File: config.mk
export PLATFORM = sky130hd
export DESIGN_NAME = riscv_imem_loader_flat
export DESIGN_NICKNAME = d
export VERILOG_FILES = /design/src/rtl/riscv_imem_loader_if.sv /design/src/rtl/riscv_imem_loader.sv /design/src/flat_wrapper.sv
export SDC_FILE = /design/constraint.sdc
export NUM_CORES = 1
export LEC_CHECK = 0
export ABC_AREA = 0
export CORE_MARGIN = 2
export CORE_UTILIZATION = 45
export DETAILED_ROUTE_END_ITERATION = 12
export PLACE_DENSITY = 0.74
export SETUP_SLACK_MARGIN = 0.05
export SLEW_MARGIN = 25
export SYNTH_ARGS = -nofsm -noshare
export SYNTH_HDL_FRONTEND = slang
export SYNTH_SLANG_ARGS = --single-unit
File: constraint.sdc
create_clock -name i_clk -period 2.35 [get_ports i_clk]
set_clock_uncertainty 0.05 [all_clocks]
set_input_delay 0.705 -clock i_clk [delete_from_list [all_inputs] [get_ports i_clk]]
set_output_delay 0.705 -clock i_clk [all_outputs]
set_load 0.005 [all_outputs]
File: src/rtl/riscv_imem_loader_if.sv
// Byte-stream input and instruction-memory write bus of the boot-time loader.
// The loader takes the slave modport; the byte source / memory side takes master.
`ifndef XLEN
`define XLEN 32
`endif

interface riscv_imem_loader_if;
  logic              i_rx_valid;
  logic [7:0]        i_rx_data;
  logic              o_rx_ready;
  logic              o_imem_wr_en;
  logic [`XLEN-1:0]  o_imem_wr_addr;
  logic [`XLEN-1:0]  o_imem_wr_data;

  modport slave (
    input  i_rx_valid,
    input  i_rx_data,
    output o_rx_ready,
    output o_imem_wr_en,
    output o_imem_wr_addr,
    output o_imem_wr_data
  );

  modport master (
    output i_rx_valid,
    output i_rx_data,
    input  o_rx_ready,
    input  o_imem_wr_en,
    input  o_imem_wr_addr,
    input  o_imem_wr_data
  );
endinterface

File: src/rtl/riscv_imem_loader.sv
// Framed byte-stream program loader: assembles little-endian words into imem,
// checks the XOR checksum and releases the RV32I core from reset on success.
module riscv_imem_loader #(
  parameter int IMEM_DEPTH = 1024
) (
  input  logic               i_clk,
  input  logic               i_rst,
  riscv_imem_loader_if.slave bus,
  output logic               o_cpu_rstn,
  output logic               o_done,
  output logic               o_err
);

  typedef enum logic [2:0] {LEN0, LEN1, DATA, CSUM, RUN, ERR} state_t;

  state_t      state;
  logic [15:0] len;
  logic [15:0] word_idx;
  logic [7:0]  csum;
  logic [1:0]  byte_cnt;
  logic [23:0] asm_q;

  logic        accept;
  logic [15:0] len_full;

  assign accept   = bus.i_rx_valid && bus.o_rx_ready;
  assign len_full = {bus.i_rx_data, len[7:0]};

  // The length is range-checked against IMEM_DEPTH before any write can occur,
  // so word addresses never wrap; the 4th byte of a word goes straight into the
  // registered write data alongside the three lanes already assembled.
  always_ff @(posedge i_clk) begin
    if (i_rst) begin
      state              <= LEN0;
      len                <= '0;
      word_idx           <= '0;
      csum               <= '0;
      byte_cnt           <= '0;
      asm_q              <= '0;
      bus.o_rx_ready     <= 1'b1;
      bus.o_imem_wr_en   <= 1'b0;
      bus.o_imem_wr_addr <= '0;
      bus.o_imem_wr_data <= '0;
      o_cpu_rstn         <= 1'b0;
      o_done             <= 1'b0;
      o_err              <= 1'b0;
    end else begin
      bus.o_imem_wr_en <= 1'b0;
      if (accept) begin
        case (state)
          LEN0: begin
            len[7:0] <= bus.i_rx_data;
            csum     <= csum ^ bus.i_rx_data;
            state    <= LEN1;
          end
          LEN1: begin
            len[15:8] <= bus.i_rx_data;
            csum      <= csum ^ bus.i_rx_data;
            if (int'(len_full) > IMEM_DEPTH) begin
              state          <= ERR;
              bus.o_rx_ready <= 1'b0;
              o_err          <= 1'b1;
            end else if (len_full == 16'd0) begin
              state <= CSUM;
            end else begin
              state <= DATA;
            end
          end
          DATA: begin
            csum     <= csum ^ bus.i_rx_data;
            byte_cnt <= byte_cnt + 2'd1;
            case (byte_cnt)
              2'd0: asm_q[7:0]   <= bus.i_rx_data;
              2'd1: asm_q[15:8]  <= bus.i_rx_data;
              2'd2: asm_q[23:16] <= bus.i_rx_data;
              default: begin
                bus.o_imem_wr_en   <= 1'b1;
                bus.o_imem_wr_addr <= `XLEN'({word_idx, 2'b00});
                bus.o_imem_wr_data <= `XLEN'({bus.i_rx_data, asm_q});
                word_idx           <= word_idx + 16'd1;
                if (word_idx == len - 16'd1) begin
                  state <= CSUM;
                end
              end
            endcase
          end
          CSUM: begin
            bus.o_rx_ready <= 1'b0;
            if (bus.i_rx_data == csum) begin
              state      <= RUN;
              o_done     <= 1'b1;
              o_cpu_rstn <= 1'b1;
            end else begin
              state <= ERR;
              o_err <= 1'b1;
            end
          end
          default: begin
          end
        endcase
      end
    end
  end

endmodule

File: src/flat_wrapper.sv
// flat-port wrapper written by rule: the top's interface ports become plain ports
module riscv_imem_loader_flat 
#(
  parameter int IMEM_DEPTH = 1024
)
  (i_clk, i_rst, o_cpu_rstn, o_done, o_err, bus_i_rx_valid, bus_i_rx_data, bus_o_rx_ready, bus_o_imem_wr_en, bus_o_imem_wr_addr, bus_o_imem_wr_data);
  riscv_imem_loader_if bus_i ();
  input  logic i_clk;
  input  logic i_rst;
  output logic o_cpu_rstn;
  output logic o_done;
  output logic o_err;
  input wire logic [$bits(bus_i.i_rx_valid)-1:0] bus_i_rx_valid;
  input wire logic [$bits(bus_i.i_rx_data)-1:0] bus_i_rx_data;
  output wire logic [$bits(bus_i.o_rx_ready)-1:0] bus_o_rx_ready;
  output wire logic [$bits(bus_i.o_imem_wr_en)-1:0] bus_o_imem_wr_en;
  output wire logic [$bits(bus_i.o_imem_wr_addr)-1:0] bus_o_imem_wr_addr;
  output wire logic [$bits(bus_i.o_imem_wr_data)-1:0] bus_o_imem_wr_data;
  assign bus_i.i_rx_valid = bus_i_rx_valid;
  assign bus_i.i_rx_data = bus_i_rx_data;
  assign bus_o_rx_ready = bus_i.o_rx_ready;
  assign bus_o_imem_wr_en = bus_i.o_imem_wr_en;
  assign bus_o_imem_wr_addr = bus_i.o_imem_wr_addr;
  assign bus_o_imem_wr_data = bus_i.o_imem_wr_data;
  riscv_imem_loader #(.IMEM_DEPTH(IMEM_DEPTH)) u_core (.i_clk(i_clk), .i_rst(i_rst), .bus(bus_i), .o_cpu_rstn(o_cpu_rstn), .o_done(o_done), .o_err(o_err));
endmodule
==> impl_results.md <==
* Req. time, crit path at 2.65 ns
* Final worst-path cycle share at 0.9616
* Top layer used by detailed routing: met4
* CTS sink count at 121
* Fraction of final layout cells sized beyond drive strength 1 at 0.1099
* Cts hold-fix bufs at 0
* Highest achievable clock rate at 0.4425 GHz
* Setup repair after global routing missed its margin: true
* Max stage delay on crit path at 0.53 ns
* Leak pwr at 0.002391 uW
* Slowest library cell on the worst path: sky130_fd_sc_hd__or4_4
* Final nets at 741
* WL per Instance at 13.95 um
* Effective utilization at floorplan at 0.4616
* Count of flip-flops with a built-in enable after synthesis at 0
* Synthesized instance count at 659
* Flops & latches, synth at 121
* Clock tree from TritonCTS: built
* Grt ovf at 0
* Final Hold Vio Count at 0
* Post-detailed-route via-to-cell ratio at 5.231
* Final instance count without filler cells at 880
* Max Cap Viol at 0
* Weighted congestion reported at the end of routability-driven placement at 0.8849
* Most prevalent standard cell on the critical path: sky130_fd_sc_hd__or4_4
* Final-report setup violation count at 0
* Count of nets left with antenna violations after detail routing at 0
* Top cell type's share of synthesized area at 0.4576
* Placed cells at 848
* Worst path buffer plus inverter count at 0
* Setup slack on the worst flop-to-flop path at 0.09 ns
* Antenna cells at 0
* Pin count of the biggest net entering global routing at 52
* Initial antenna violation count at 0
* Bufs on Longest Clock Path at 2
* Cells taking the most area after synthesis: sky130_fd_sc_hd__dfxtp_1 (46%), sky130_fd_sc_hd__nand2_1 (11%), sky130_fd_sc_hd__a21oi_1 (8.8%)
* Highest net fanout along the worst path at 6
* Final HPWL from detailed placement at 8316 um
* Vias at 4603
* Clock transition at the registers of the reported paths at 0.06 ns
* Met2 Routed Length at 5675 um
* Total clock buffers created by CTS at 17
* Final WL at 12280 um
* Number of H-tree branching levels at 4
* Number of rows in the core area at 39
* Asr flop ratio synth at 0
* Crit path cell chain: or4_4 > or4_4 > a211oi_2 > nand4_1 > o31a_1 > o21ai_1
* Cell taking the most area after synthesis: sky130_fd_sc_hd__dfxtp_1
* Minimum clock period at 2.260 ns
* Post-Syn Area at 5294 um2
* Headroom to the max-slew limit at 0.6633
* Proportion of synthesized chip area in sequential cells at 0.4576
* Clock latency reported for the late side of the worst-skew pair at 0.41 ns
* Number of pins with negative max-slew slack in the final report at 0
* Number of DRC violations after detailed routing at 0
* Die Width at 112.5 um
* Total met3 wirelength after detailed routing at 777 um
* Category of cells accounting for the largest share of critical-path delay: simple AND/OR/NAND/NOR gates
* Tightest Hold Check Type: reg2reg
* Arrival @ worst endpoint at 2.56 ns
* Ports placed on the boundary at 80
* Number of global-route vias before repair at 4327
* Power density over the cells at 761.2 nW/um2
* Kind of capture point of the worst setup path: register
* Placeable core region at 11470 um2
* Die area at 12650 um2
* Global-route wire length before repair at 20760 um
* Die Height at 112.5 um
* Status: completed
* Prevailing post-synth register cell: sky130_fd_sc_hd__dfxtp_1
* Critical Path Start Type: register
* Avg Inst Size Synth at 8.033 um2
* Number of buffer cells added on primary ports at 63
* Iter 0 DRT Violations at 299
* Summed negative setup slack over all endpoints at 0 ns
* Number of search-and-repair iterations in the first detailed-routing pass at 5
* Syn. warnings at 0
* Distinct cell type count after synthesis at 50
* Area Growth Syn to Fin at 25.98%
* WL met1 at 5658 um
* Worst setup slack after placement at -0.2814 ns
* Smallest setup slack after layout at 0.09034 ns
* Critical Setup Path Class: reg2reg
* Max VDD drop at 456.5 uV
* Total GRT Usage at 0.2040
* Library cell used as clock root buffer: sky130_fd_sc_hd__clkbuf_16
* Slew at the pin closest to its max-slew limit at 0.5051 ns
through the flow:
stage | utilization | power [uW] | area (um2) | hold slack, ns
CTS | 0.5812 | 5116 | 6665 | 0.4042
global placement | 0.5304 | 2595 | 6082 | 0.3937
detailed placement | 0.5304 | 2609 | 6082 | 0.3950
global route | 0.5816 | 5277 | 6669 | 0.4171
finish | 0.5816 | 5076 | 6669 | 0.4005
floorplan | - | 2513 | 5356 | 0.3821
routing by layer:
layer  global-route usage  vias to the layer above
met5                    0                        -
met4              0.06341                        0
met3              0.05778                       17
met2               0.3249                      141
met1               0.2702                     2155
li1                     -                     2290
worst reg2reg max path: stages, from the launching register on:
cell and delay, ns:
sky130_fd_sc_hd__dfxtp_2 0.34, sky130_fd_sc_hd__or4_4 0.53, sky130_fd_sc_hd__or4_4 0.52, sky130_fd_sc_hd__a211oi_2 0.22, sky130_fd_sc_hd__nand4_1 0.13, sky130_fd_sc_hd__o31a_1 0.28
sky130_fd_sc_hd__o21ai_1 0.12
logic make-up (layout without fill, tap and decap cells):
family	count (synthesis)	after routing	share of synthesized area
compound gates	126	126	0.1302
flops	121	121	0.4576
mux	9	9	0.01702
xor+xnor	46	46	0.07610
fa+ha+maj	6	6	0.01418
simple gates	276	276	0.2293
buf+inv	74	137	0.07492
other cells	1	16	0.0007084
area by class of cell:
cell class / instances / area (um2)
Inverter: 8 / 30.03
Timing Repair Buffer: 97 / 908.4
Multi-Input combinational cell: 479 / 2545
Clock inverter: 12 / 116.4
Fill cell: 987 / 4798
Sequential cell: 121 / 2424
Tap cell: 143 / 178.9
Clock buffer: 20 / 466.7
path summary, 6_finish.rpt:
kind	start	to	cells past startpoint
hold / removal	u_core.bus.o_imem_wr_addr[9]	u_core.bus.o_imem_wr_addr[9]	2
setup reg to reg	u_core.len[9]	u_core.state[0]	6
hold reg to reg	u_core.bus.o_imem_wr_addr[9]	u_core.bus.o_imem_wr_addr[9]	2
setup / recovery	u_core.len[9]	u_core.state[0]	6
cell usage after synthesis, types with 2 or more instances:
| library cell | instances |
|---|---|
| sky130_fd_sc_hd__or4_4 | 2 |
| sky130_fd_sc_hd__o21ba_2 | 2 |
| sky130_fd_sc_hd__or3_1 | 6 |
| sky130_fd_sc_hd__clkbuf_1 | 43 |
| sky130_fd_sc_hd__nand3b_1 | 2 |
| sky130_fd_sc_hd__a31oi_1 | 2 |
| sky130_fd_sc_hd__dfxtp_1 | 121 |
| sky130_fd_sc_hd__xor2_1 | 23 |
| sky130_fd_sc_hd__a21oi_1 | 93 |
| sky130_fd_sc_hd__o31ai_1 | 3 |
| sky130_fd_sc_hd__and3_1 | 6 |
| sky130_fd_sc_hd__buf_4 | 17 |
| sky130_fd_sc_hd__nand4_1 | 6 |
| sky130_fd_sc_hd__xnor2_1 | 23 |
| sky130_fd_sc_hd__nand2_1 | 154 |
| sky130_fd_sc_hd__nor2_1 | 43 |
| sky130_fd_sc_hd__nand2b_1 | 2 |
| sky130_fd_sc_hd__inv_1 | 8 |
| sky130_fd_sc_hd__nor2b_1 | 2 |
| sky130_fd_sc_hd__nor4_1 | 3 |
| sky130_fd_sc_hd__nand3_1 | 36 |
| sky130_fd_sc_hd__mux2i_1 | 9 |
| sky130_fd_sc_hd__o21ai_0 | 15 |
| sky130_fd_sc_hd__ha_1 | 6 |
| sky130_fd_sc_hd__nor3_1 | 5 |
| sky130_fd_sc_hd__nor3_2 | 2 |
| sky130_fd_sc_hd__buf_6 | 2 |
state kept, by name (all words and copies together) (netlist names):
register	flops
u_core.o_done	1
u_core.bus.o_imem_wr_addr	16
u_core.state	3
u_core.bus.o_imem_wr_en	1
u_core.word_idx	16
u_core.len	16
u_core.bus.o_imem_wr_data	32
u_core.asm_q	24
u_core.bus.o_rx_ready	1
u_core.csum	8
u_core.byte_cnt	2
u_core.o_err	1
power breakdown:
group | switching [uW] | total (uW) | leakage (uW) | internal (uW)
registers | 42.0 | 2140 | 0.000978 | 2090
logic | 235 | 433 | 0.00113 | 198
clock network | 959 | 2510 | 0.000283 | 1550
total | 1240 | 5080 | 0.00239 | 3840
cells in the final DEF, fill, tap and decap left out, drive strengths merged, types with 6 or more instances in the layout:
cell	netlist	layout
dfxtp	121	121
o21ai	16	16
clkinv	0	6
nand3	36	36
xor2	23	23
or3	6	6
nand4	6	6
mux2i	9	9
clkdlybuf4s50	0	62
xnor2	23	23
a21oi	93	93
buf	21	35
ha	6	6
nor3	7	7
conb	1	16
and3	7	7
inv	8	11
nor2	43	43
nand2	154	154
clkbuf	44	20
what timing repair did:
item	in CTS	in global routing
setup buffers	0	0
gates resized for setup	0	2
endpoints found under the setup margin	0	4
No activity file was read; power rests on OpenSTA's default activity.
